[src/rtl/iob_cache_fe_arbiter.sv]
// iob_cache_fe_arbiter: merges instruction (m0) and data (m1) IOb masters onto one
// cache port, one read in flight, response routed back to the issuing master.
// Ports: clk_i/cke_i/arst_n_i; m_* per-master lanes (master g at lane g); s_* cache port.
// Config: IOB_CACHE_ARB_FIXED_PRIO_EN selects fixed priority (m1 wins) instead of round-robin.
module iob_cache_fe_arbiter #(
  parameter int ADDR_W = 32,
  parameter int DATA_W = 32
) (
  input  logic                    clk_i,
  input  logic                    cke_i,
  input  logic                    arst_n_i,
  input  logic [1:0]              m_valid_i,
  input  logic [2*ADDR_W-1:0]     m_addr_i,
  input  logic [2*DATA_W-1:0]     m_wdata_i,
  input  logic [2*(DATA_W/8)-1:0] m_wstrb_i,
  output logic [1:0]              m_ready_o,
  output logic [1:0]              m_rvalid_o,
  output logic [2*DATA_W-1:0]     m_rdata_o,
  output logic                    s_valid_o,
  output logic [ADDR_W-1:0]       s_addr_o,
  output logic [DATA_W-1:0]       s_wdata_o,
  output logic [DATA_W/8-1:0]     s_wstrb_o,
  input  logic                    s_ready_i,
  input  logic                    s_rvalid_i,
  input  logic [DATA_W-1:0]       s_rdata_i
);

  localparam int STRB_W = DATA_W / 8;

  typedef enum logic {
    IDLE    = 1'b0,
    RD_WAIT = 1'b1
  } state_t;

  state_t state_q, state_d;
  logic   owner_q, owner_d;
  logic   lock_q, lock_d;
  logic   last_q, last_d;
`ifndef IOB_CACHE_ARB_FIXED_PRIO_EN
  logic   rr_q, rr_d;
`endif

  logic grant;
  logic idle;
  logic acc;
  logic rd;

  // A stalled request keeps its grant so s_* stays stable until accepted.
  always_comb begin
    grant = 1'b0;
    if (lock_q) begin
      grant = last_q;
    end else begin
      unique case (m_valid_i)
        2'b10:   grant = 1'b1;
`ifdef IOB_CACHE_ARB_FIXED_PRIO_EN
        2'b11:   grant = 1'b1;
`else
        2'b11:   grant = rr_q;
`endif
        default: grant = 1'b0;
      endcase
    end
  end

  always_comb begin
    idle      = (state_q == IDLE);
    s_valid_o = arst_n_i & idle & (|m_valid_i);
    s_addr_o  = grant ? m_addr_i[ADDR_W +: ADDR_W]
                      : m_addr_i[0 +: ADDR_W];
    s_wdata_o = grant ? m_wdata_i[DATA_W +: DATA_W]
                      : m_wdata_i[0 +: DATA_W];
    s_wstrb_o = grant ? m_wstrb_i[STRB_W +: STRB_W]
                      : m_wstrb_i[0 +: STRB_W];
    rd        = (s_wstrb_o == '0);
    acc       = s_valid_o & s_ready_i;
    m_ready_o = 2'b00;
    if (s_valid_o) m_ready_o[grant] = s_ready_i;
    m_rvalid_o = 2'b00;
    if (arst_n_i && !idle && s_rvalid_i) m_rvalid_o[owner_q] = 1'b1;
    m_rdata_o = {2{s_rdata_i}};
  end

  always_comb begin
    state_d = state_q;
    owner_d = owner_q;
    lock_d  = lock_q;
    last_d  = last_q;
`ifndef IOB_CACHE_ARB_FIXED_PRIO_EN
    rr_d    = rr_q;
`endif
    unique case (state_q)
      IDLE: begin
        if (acc) begin
          lock_d = 1'b0;
          last_d = grant;
`ifndef IOB_CACHE_ARB_FIXED_PRIO_EN
          rr_d   = ~grant;
`endif
          if (rd) begin
            owner_d = grant;
            state_d = RD_WAIT;
          end
        end else if (s_valid_o) begin
          lock_d = 1'b1;
          last_d = grant;
        end
      end
      RD_WAIT: begin
        if (s_rvalid_i) state_d = IDLE;
      end
    endcase
  end

  always_ff @(posedge clk_i or negedge arst_n_i) begin
    if (!arst_n_i) begin
      state_q <= IDLE;
      owner_q <= 1'b0;
      lock_q  <= 1'b0;
      last_q  <= 1'b0;
`ifndef IOB_CACHE_ARB_FIXED_PRIO_EN
      rr_q    <= 1'b0;
`endif
    end else if (cke_i) begin
      state_q <= state_d;
      owner_q <= owner_d;
      lock_q  <= lock_d;
      last_q  <= last_d;
`ifndef IOB_CACHE_ARB_FIXED_PRIO_EN
      rr_q    <= rr_d;
`endif
    end
  end

endmodule
[config.mk]
export PLATFORM = sky130hd
export DESIGN_NAME = iob_cache_fe_arbiter
export DESIGN_NICKNAME = d
export VERILOG_FILES = /design/src/rtl/iob_cache_fe_arbiter.sv
export SDC_FILE = /design/constraint.sdc
export NUM_CORES = 1
export LEC_CHECK = 0
export CORE_AREA = 5 5 117 119
export CTS_CLUSTER_SIZE = 25
export DETAILED_ROUTE_END_ITERATION = 6
export DIE_AREA = 0 0 122 124
export DONT_BUFFER_PORTS = 1
export PLACE_DENSITY_LB_ADDON = 0.1
export SLEW_MARGIN = 20
export SYNTH_ARGS = -nofsm -noshare
export SYNTH_HDL_FRONTEND = slang
export SYNTH_SLANG_ARGS = --single-unit
[constraint.sdc]
create_clock -name clk_i -period 1.6 [get_ports clk_i]
set_clock_uncertainty 0.05 [all_clocks]
set_input_delay 0 -clock clk_i [delete_from_list [all_inputs] [get_ports clk_i]]
set_output_delay 0 -clock clk_i [all_outputs]
set_load 0.005 [all_outputs]
==> impl_metrics.env, run 1 <==
export IMPL_status="complete, but fails checks"
export IMPL_violations="setup timing"
export IMPL_hold_viol=0
export IMPL_rsz0062_at_grt="yes"
export IMPL_num_io_pins=312
export IMPL_fmax_ghz=0.596
export IMPL_grt_overflow_total=0
export IMPL_vias_per_cell=3.88
export IMPL_mostFrequentLayoutCells="mux2_4 (43), dlygate4sd3_1 (36), mux2_2 (19), clkbuf_16 (9), mux2_1 (7)"
export IMPL_synth_cell_type_count=24
export IMPL_crit_required_ns=1.55
export IMPL_clock_sinks=5
export IMPL_dr_pass1_iters=4
export IMPL_die_x_um=122
export IMPL_ys_warnings_count=0
export IMPL_end_kind="output pin"
export IMPL_first_global_vias=1269
export IMPL_drc=0
export IMPL_synth_cells=176
export IMPL_start_util_pct=13.3
export IMPL_fillers=1383
export IMPL_pre_cts_slack_ns=0.128
export IMPL_min_delay_path_class="primary input to async pin"
export IMPL_fp_dieH_um=124
export IMPL_ir_drop_mv=0.727
export IMPL_internal_power_uw=1850
export IMPL_syn_to_final_growth_pct=35.1
export IMPL_clk_latency_ns=0.23
export IMPL_path_clk_slew_ns=0.03
export IMPL_slew_headroom_pct=76.4
export IMPL_swShare_pct=36.3
export IMPL_grt_usage_pct=6.37
export IMPL_cts_buffers_inserted=3
export IMPL_antenna_found_initial=0
export IMPL_final_antenna_net_count=0
export IMPL_tightest_slew_ns=0.353
export IMPL_core_area_um2=12500
export IMPL_final_util_pct=18.0
export IMPL_fin_ws_ns=-0.0791
export IMPL_cts_root_buffer="clkbuf_16"
export IMPL_cts_htree_levels=1
export IMPL_setup_viol=68
export IMPL_cts_tree="done"
export IMPL_final_common_cell="mux2_4"
export IMPL_seqPwrFrac_pct=6.1
export IMPL_p_clk_share_pct=14.3
export IMPL_startpoint_type="register"
export IMPL_fin_hold_ws_ns=0.0277
export IMPL_gp_congestion=0.712
export IMPL_yosysSeqAreaShare_pct=7.55
export IMPL_num_antenna_cells=0
export IMPL_dieArea_um2=15100
export IMPL_nets=337
export IMPL_syn_nets=351
export IMPL_maxCapViolations=0
export IMPL_crit_arrival_ns=1.63
export IMPL_ys_ff_latch=5
export IMPL_synth_avg_cell_area_um2=9.41
export IMPL_drtIter0Drc=46
export IMPL_period_needed_ns=1.68
export IMPL_drt_wl_total_mm=7.98
export IMPL_hpwl_mm=5.16
export IMPL_vias=1293
export IMPL_cp_max_fo=10
export IMPL_netlist_area_um2=1660
export IMPL_combPwrFrac_pct=79.6
export IMPL_register_area_um2=125
export IMPL_std_cell_rows=41
export IMPL_p_switching_uw=1050
export IMPL_grt_max_degree=39
export IMPL_wl_per_cell_um=24.0
export IMPL_powerDensity_nw_per_um2=1290
export IMPL_drive_gt1_share_pct=55.3
export IMPL_clock_path_buffers=2
export IMPL_grt_pass1_wl_mm=7.55
export IMPL_numPortBuffers=0
export IMPL_critPathKind="register to output pin"
export IMPL_leakage_uw=0.000932
export IMPL_fin_crit_sh_pct=105
export IMPL_power_uw=2900
export IMPL_finalMaxSlewViolations=0
export IMPL_multi_input_area_um2=1130
## repair_timing
item                                    CTS  global route
cloned                                    0            10
hold buffers                             36             0
endpoints found under the hold margin    74             0
resized for setup                        15            75
endpoints found under the setup margin   68            68
buffers inserted                          0             5
pin swaps                                 0             1
## critical path: stages (launching register included)
cell and delay [ns]:
dfrtp_1 0.37, nand2b_4 0.15, o21ai_4 0.21, buf_6 0.15, clkbuf_16 0.17, mux2_2 0.36
## power by group through the flow
stage | Combinational, uW | Clock, uW | Sequential (uW)
finish | 2310 | 416 | 176
global route | 2430 | 427 | 183
CTS | 1290 | 422 | 178
detailed placement | 1140 | 0 | 180
global placement | 1140 | 0 | 178
floorplan | 1140 | 0 | 174
## registers in the layout, indices dropped and copies added, names as in the netlist
register / flops
last_q: 1
lock_q: 1
owner_q: 1
rr_q: 1
state_q: 1
## final timing paths
| kind | start | endpoint | slack [ns] | cells after the start |
|---|---|---|---|---|
| worst max-delay path | lock_q | s_addr_o[8] | -0.08 | 5 |
| worst min-delay path | arst_n_i | rr_q | 0.03 | 1 |
| worst max register to register | lock_q | state_q | 0.04 | 7 |
| worst min register to register | last_q | last_q | 0.46 | 1 |
| max in group asynchronous | arst_n_i | owner_q | 1.27 | 1 |
| min in group clk_i | m_wstrb_i[2] | s_wstrb_o[2] | 0.07 | 1 |
## cell usage after synthesis, drive strengths merged
master	count	area share, %
a21boi	1	0.45
nor3b	1	1.1
nor2	4	0.91
a31o	1	0.53
mux2i	2	1.2
dfrtp	5	7.6
inv	3	0.68
a22o	1	0.53
and3	1	0.38
nand3	3	0.91
nand2b	1	0.38
o21ai	2	0.83
nor4	2	0.76
buf	72	34
and2	2	0.76
mux2	69	47
nor2b	1	0.53
nand2	5	1.3
## metal layers
metal / part of all wire, % / vias to the layer above / track usage [%]
met3: 8.2 / 4 / 1.91
met5: 0 / - / 0
met1: 41 / 653 / 8.24
met2: 50 / 120 / 10.6
li1: - / 516 / -
met4: 0.36 / 0 / 1.26
## cells by family after synthesis
logic type / after synthesis / share of synthesized area, %
compound gates: 5 / 2.34
buf+inv: 75 / 34.7
flops: 5 / 7.55
mux: 71 / 48.3
simple gates: 20 / 7.02
## layout make-up
class                           count  share of cell area, %
Clock buffer                        4                   3.52
Inverter                            3                  0.503
Multi-Input combinational cell     96                   50.5
Sequential cell                     5                   5.59
Tap cell                          172                   9.61
Timing Repair Buffer               53                   30.2
## per-stage QoR
step                      TNS, ns  instances  cell area, um^2
after floorplan                 0        176             1660
after global placement          0        278             1360
after detailed placement        0        278             1360
after CTS                   -5.43        318             1790
after global routing        -7.54        333             2240
final                       -3.58        333             2240
No activity file was read; power rests on OpenSTA's default activity.
==> inputs of run 2 (changes only) <==
--- a/config.mk
+++ b/config.mk
@@ -10,6 +10,7 @@
 export DETAILED_ROUTE_END_ITERATION = 6
 export DIE_AREA = 0 0 122 124
 export DONT_BUFFER_PORTS = 1
+export GPL_TIMING_DRIVEN = 0
 export PLACE_DENSITY_LB_ADDON = 0.1
 export SLEW_MARGIN = 20
 export SYNTH_ARGS = -nofsm -noshare
==> impl_metrics.env, run 2 (same netlist as run 1, synthesis figures left out) <==
export IMPL_crit_required_ns=1.55
export IMPL_cts_htree_levels=1
export IMPL_crit_slowest_cell="mux2_2"
export IMPL_rsz0062_at_grt="yes"
export IMPL_std_cell_rows=41
export IMPL_p_switching_uw=968
export IMPL_first_global_vias=1378
export IMPL_clk_latency_ns=0.23
export IMPL_drc=0
export IMPL_end_kind="output pin"
export IMPL_wl_per_cell_um=20.9
export IMPL_gp_congestion=0.685
export IMPL_maxCapViolations=0
export IMPL_drtIter0Drc=29
export IMPL_tightest_slew_ns=0.374
export IMPL_fin_ws_ns=-0.0738
export IMPL_period_needed_ns=1.67
export IMPL_crit_arrival_ns=1.62
export IMPL_finalMaxSlewViolations=0
export IMPL_min_delay_path_class="primary input to async pin"
export IMPL_hpwl_mm=6.30
export IMPL_violations="setup timing"
export IMPL_grt_pass1_wl_mm=8.55
export IMPL_mostFrequentLayoutCells="buf_4 (66), mux2_4 (58), mux2_2 (11), buf_12 (5), dfrtp_1 (5)"
export IMPL_swShare_pct=34.7
export IMPL_leakage_uw=0.00113
export IMPL_combPwrFrac_pct=78.3
export IMPL_cp_max_fo=10
export IMPL_cts_buffers_inserted=3
export IMPL_syn_to_final_growth_pct=43.3
export IMPL_cts_root_buffer="clkbuf_16"
export IMPL_drt_wl_total_mm=7.55
export IMPL_num_antenna_cells=0
export IMPL_clock_sinks=5
export IMPL_die_x_um=122
export IMPL_grt_overflow_total=0
export IMPL_vias=1320
export IMPL_antenna_found_initial=0
export IMPL_fp_dieH_um=124
export IMPL_powerDensity_nw_per_um2=1180
export IMPL_drive_gt1_share_pct=83.2
export IMPL_numPortBuffers=0
export IMPL_dieArea_um2=15100
export IMPL_fin_cells=362
export IMPL_final_util_pct=19.0
export IMPL_startpoint_type="register"
export IMPL_setup_viol=60
export IMPL_status="complete, but fails checks"
export IMPL_power_uw=2790
export IMPL_nets=366
export IMPL_fmax_ghz=0.597
export IMPL_grt_usage_pct=7.44
export IMPL_slowest_delay_ns=0.40
export IMPL_cts_tree="done"
export IMPL_crit_family="multiplexers"
export IMPL_critPathKind="register to output pin"
export IMPL_hold_viol=0
export IMPL_slew_headroom_pct=75.0
export IMPL_start_util_pct=13.3
export IMPL_core_area_um2=12500
export IMPL_grt_max_degree=11
export IMPL_ir_drop_mv=0.431
export IMPL_final_antenna_net_count=0
export IMPL_p_clk_share_pct=15.1
export IMPL_num_io_pins=312
export IMPL_clock_path_buffers=2
export IMPL_worstPathCellList="nand2b_4 > o21ai_4 > buf_2 > mux2_2"
export IMPL_vias_per_cell=3.65
export IMPL_fin_crit_sh_pct=105
export IMPL_cp_num_buf_inv=1
export IMPL_path_clk_slew_ns=0.03
export IMPL_seqPwrFrac_pct=6.6
export IMPL_dr_pass1_iters=2
export IMPL_final_common_cell="buf_4"
export IMPL_dpl_cell_count=348
export IMPL_internal_power_uw=1820
==> run 2: cell count changes in the layout (fill, tap and decap cells not counted), sizes merged <==
cell and delta:
dlygate4sd3 -32, buf +66, clkbuf -5
==> run 2: per-layer routing <==
metal  GRT usage, %  vias to the layer above  share of wire, %  wire length [um]
met5              0                        -                 0                 0
met4           1.68                        0              0.48                36
met3          0.863                        4               7.1               538
met2           13.6                      103                56              4220
met1           9.36                      640                37              2760
li1               -                      573                 -                 -
==> run 2: timing repair <==
item,CTS,global route
resized for setup,94,3
buffers inserted,4,0
cloned,2,1
endpoints found under the setup margin,65,72
endpoints found under the hold margin,10,0
hold buffers,4,0
pin swaps,2,2
==> run 2: final cells by class <==
| class | instances | area (um^2) |
|---|---|---|
| buffer | 72 | 616 |
| clock buffer | 4 | 78.8 |
| fill | 1386 | 10100 |
| inverter | 3 | 11.3 |
| multi-input combinational | 96 | 1200 |
| sequential | 5 | 125 |
| tap | 172 | 215 |
| timing repair buffer | 10 | 130 |
==> run 2: power groups by stage <==
stage	logic, uW	clock network (uW)	registers, uW
2_1_floorplan	1140	0	174
3_3_place_gp	1420	0	181
3_5_place_dp	1410	0	181
4_1_cts	2240	426	186
5_1_grt	2310	432	189
6_report	2180	420	184
==> run 2: worst paths after layout <==
kind,from,to,slack [ns],depth (start not counted)
min in group clk_i,s_rdata_i[18],m_rdata_o[50],0.03,1
max in group asynchronous,arst_n_i,state_q,1.27,1
min reg2reg,rr_q,rr_q,0.49,2
max,lock_q,s_addr_o[3],-0.07,4
min,arst_n_i,rr_q,0.02,1
max reg2reg,lock_q,state_q,0.02,7
==> run 2: through the flow <==
step | area, um^2 | setup WS, ns | TNS [ns] | hold slack, ns
after floorplan | 1660 | 0.262 | 0 | -0.346
after global placement | 1870 | 0.0503 | 0 | -0.345
after detailed placement | 1870 | 0.0382 | 0 | -0.345
after CTS | 2360 | -0.124 | -5.32 | 0.0336
after global routing | 2370 | -0.142 | -7.40 | 0.0340
final | 2370 | -0.0738 | -2.59 | 0.0231
==> inputs of run 3 (changes only) <==
--- a/config.mk
+++ b/config.mk
@@ -5,10 +5,12 @@
 export SDC_FILE = /design/constraint.sdc
 export NUM_CORES = 1
 export LEC_CHECK = 0
-export CORE_AREA = 5 5 117 119
+export ABC_AREA = 1
+export ABC_CLOCK_PERIOD_IN_PS = 1600
+export CORE_AREA = 5 5 118 120
 export CTS_CLUSTER_SIZE = 25
 export DETAILED_ROUTE_END_ITERATION = 6
-export DIE_AREA = 0 0 122 124
+export DIE_AREA = 0 0 123 125
 export DONT_BUFFER_PORTS = 1
 export GPL_TIMING_DRIVEN = 0
 export PLACE_DENSITY_LB_ADDON = 0.1
==> impl_metrics.env, run 3 <==
export IMPL_die_x_um=123
export IMPL_antenna_found_initial=0
export IMPL_end_kind="output pin"
export IMPL_gp_congestion=0.686
export IMPL_netlist_area_leader_share_pct=47.3
export IMPL_synth_edf_count=0
export IMPL_drive_gt1_share_pct=32.1
export IMPL_drt_wl_total_mm=7.48
export IMPL_num_antenna_cells=0
export IMPL_final_antenna_net_count=0
export IMPL_core_area_um2=12900
export IMPL_ys_flop_type="dfrtp_1"
export IMPL_path_clk_slew_ns=0.03
export IMPL_fin_ws_ns=0.0913
export IMPL_cp_max_fo=10
export IMPL_ir_drop_mv=0.319
export IMPL_synth_cell_type_count=15
export IMPL_mostFrequentLayoutCells="nand2_1 (199), buf_4 (68), nand2_2 (15), inv_1 (8), buf_6 (7)"
export IMPL_std_cell_rows=42
export IMPL_hold_viol=0
export IMPL_ys_warnings_count=0
export IMPL_ff2ff_path_depth=9
export IMPL_grt_overflow_total=0
export IMPL_drtIter0Drc=45
export IMPL_yosysTopAreaCell="nand2_1"
export IMPL_vias_per_cell=3.75
export IMPL_powerDensity_nw_per_um2=952
export IMPL_crit_required_ns=1.55
export IMPL_netlist_area_um2=1680
export IMPL_yosysSeqAreaShare_pct=7.43
export IMPL_drc=0
export IMPL_power_uw=2040
export IMPL_crit_arrival_ns=1.46
export IMPL_clk_latency_ns=0.23
export IMPL_tightest_slew_ns=0.258
export IMPL_cts_tree="done"
export IMPL_syn_to_final_growth_pct=27.2
export IMPL_num_io_pins=312
export IMPL_clock_sinks=5
export IMPL_grt_max_degree=11
export IMPL_leakage_uw=0.00123
export IMPL_fillers=1479
export IMPL_fp_dieH_um=125
export IMPL_setup_viol=0
export IMPL_hpwl_mm=6.67
export IMPL_first_global_vias=1954
export IMPL_start_util_pct=13.1
export IMPL_final_common_cell="nand2_1"
export IMPL_finalMaxSlewViolations=0
export IMPL_rsz0062_at_grt="yes"
export IMPL_synth_top_cells_by_area="nand2_1 (47%), buf_4 (29%), dfrtp_1 (7.4%), buf_6 (5.3%), nand3_1 (1.8%)"
export IMPL_fmax_ghz=0.663
export IMPL_maxCapViolations=0
export IMPL_cts_root_buffer="clkbuf_16"
export IMPL_critPathKind="register to output pin"
export IMPL_grt_usage_pct=7.91
export IMPL_ys_top_cells_by_count="nand2_1 (212), buf_4 (65), buf_6 (8), inv_1 (8)"
export IMPL_fin_crit_sh_pct=94.3
export IMPL_grt_pass1_wl_mm=9.74
export IMPL_numPortBuffers=0
export IMPL_pre_cts_slack_ns=0.0937
export IMPL_dr_pass1_iters=4
export IMPL_synth_most_common_cell="nand2_1"
export IMPL_design_area_um2=2140
export IMPL_syn_nets=502
export IMPL_hold_path_depth=4
export IMPL_synth_cells=327
export IMPL_cts_buffers_inserted=3
export IMPL_ys_ff_latch=5
export IMPL_min_delay_path_class="primary input to register"
export IMPL_dieArea_um2=15400
export IMPL_cts_htree_levels=1
export IMPL_clock_path_buffers=2
export IMPL_status="finished clean"
export IMPL_period_needed_ns=1.51
export IMPL_wl_per_cell_um=14.5
export IMPL_nets=516
export IMPL_synth_avg_cell_area_um2=5.15
export IMPL_slew_headroom_pct=82.8
export IMPL_vias=1935
export IMPL_placed_area_um2=1900
export IMPL_async_flop_share_pct=100
export IMPL_startpoint_type="register"
run 3: cell count changes after synthesis, sizes merged, moves of 2 or more:
cell / delta
and2: -2
buf: +6
inv: +6
mux2: -69
mux2i: -2
nand2: +211
nand3: +4
nor2: +5
nor4: -2
run 3: area by class of cell:
class	count	area, um^2	area share, %
multi-input cells	235	965	45.0
plain buffers	78	634	29.6
clock buffers	4	78.8	3.68
repair buffers	9	80.1	3.74
inverters	9	38.8	1.81
flip-flops and latches	5	125	5.84
well taps	176	220	10.3
run 3: stage by stage:
| step | std cells | hold slack [ns] | setup TNS [ns] | utilization (%) |
|---|---|---|---|---|
| after CTS | 514 | 0.0197 | 0 | 16.1 |
| after detailed placement | 503 | -0.345 | 0 | 14.8 |
| final | 516 | 0.0191 | 0 | 16.6 |
| after global placement | 503 | -0.345 | 0 | 14.8 |
| after floorplan | 327 | -0.346 | 0 | - |
| after global routing | 516 | 0.0342 | -0.0154 | 16.6 |
run 3: where the power goes:
part,switching (uW),internal (uW)
sequential,20.6,155
clock,79.8,330
combinational,886,567
total,986,1050
run 3: worst max-delay path: stages (launching register included):
cell and delay (ns):
dfrtp_1 0.41, nor2_2 0.13, nand2_2 0.08, nand2_4 0.13
inv_6 0.06, buf_12 0.14, buf_6 0.14, nand2_1 0.05
nand2_1 0.08
run 3: worst paths after layout:
| kind | slack, ns | end | startpoint |
|---|---|---|---|
| worst max-delay path | 0.09 | s_wdata_o[17] | lock_q |
| worst min-delay path | 0.02 | lock_q | arst_n_i |
| worst max register to register | 0.13 | owner_q | lock_q |
| worst min register to register | 0.46 | last_q | last_q |
| max in group asynchronous | 1.27 | lock_q | arst_n_i |
| min in group asynchronous | 0.03 | state_q | arst_n_i |
run 3: per-layer routing:
layer,wire length (um),GRT usage (%)
met1,2420,8.05
met2,4130,16.9
met3,931,1.08
met4,0,0.782
met5,0,0
run 3: logic make-up (layout without fill, tap and decap cells):
family | count (synthesis) | count (layout) | synth area share [%]
and+or+nand+nor | 232 | 232 | 53.9
buffers and inverters | 87 | 100 | 37.8
DFF | 5 | 5 | 7.43
AOI/OAI and AO/OA | 3 | 3 | 0.891
run 3: repair_timing:
action / CTS / global route
hold buffers: 5 / 0
pin swaps: 3 / 7
endpoints found under the hold margin: 9 / 0
setup buffers: 2 / 2
gates resized for setup: 7 / 20
endpoints found under the setup margin: 40 / 49
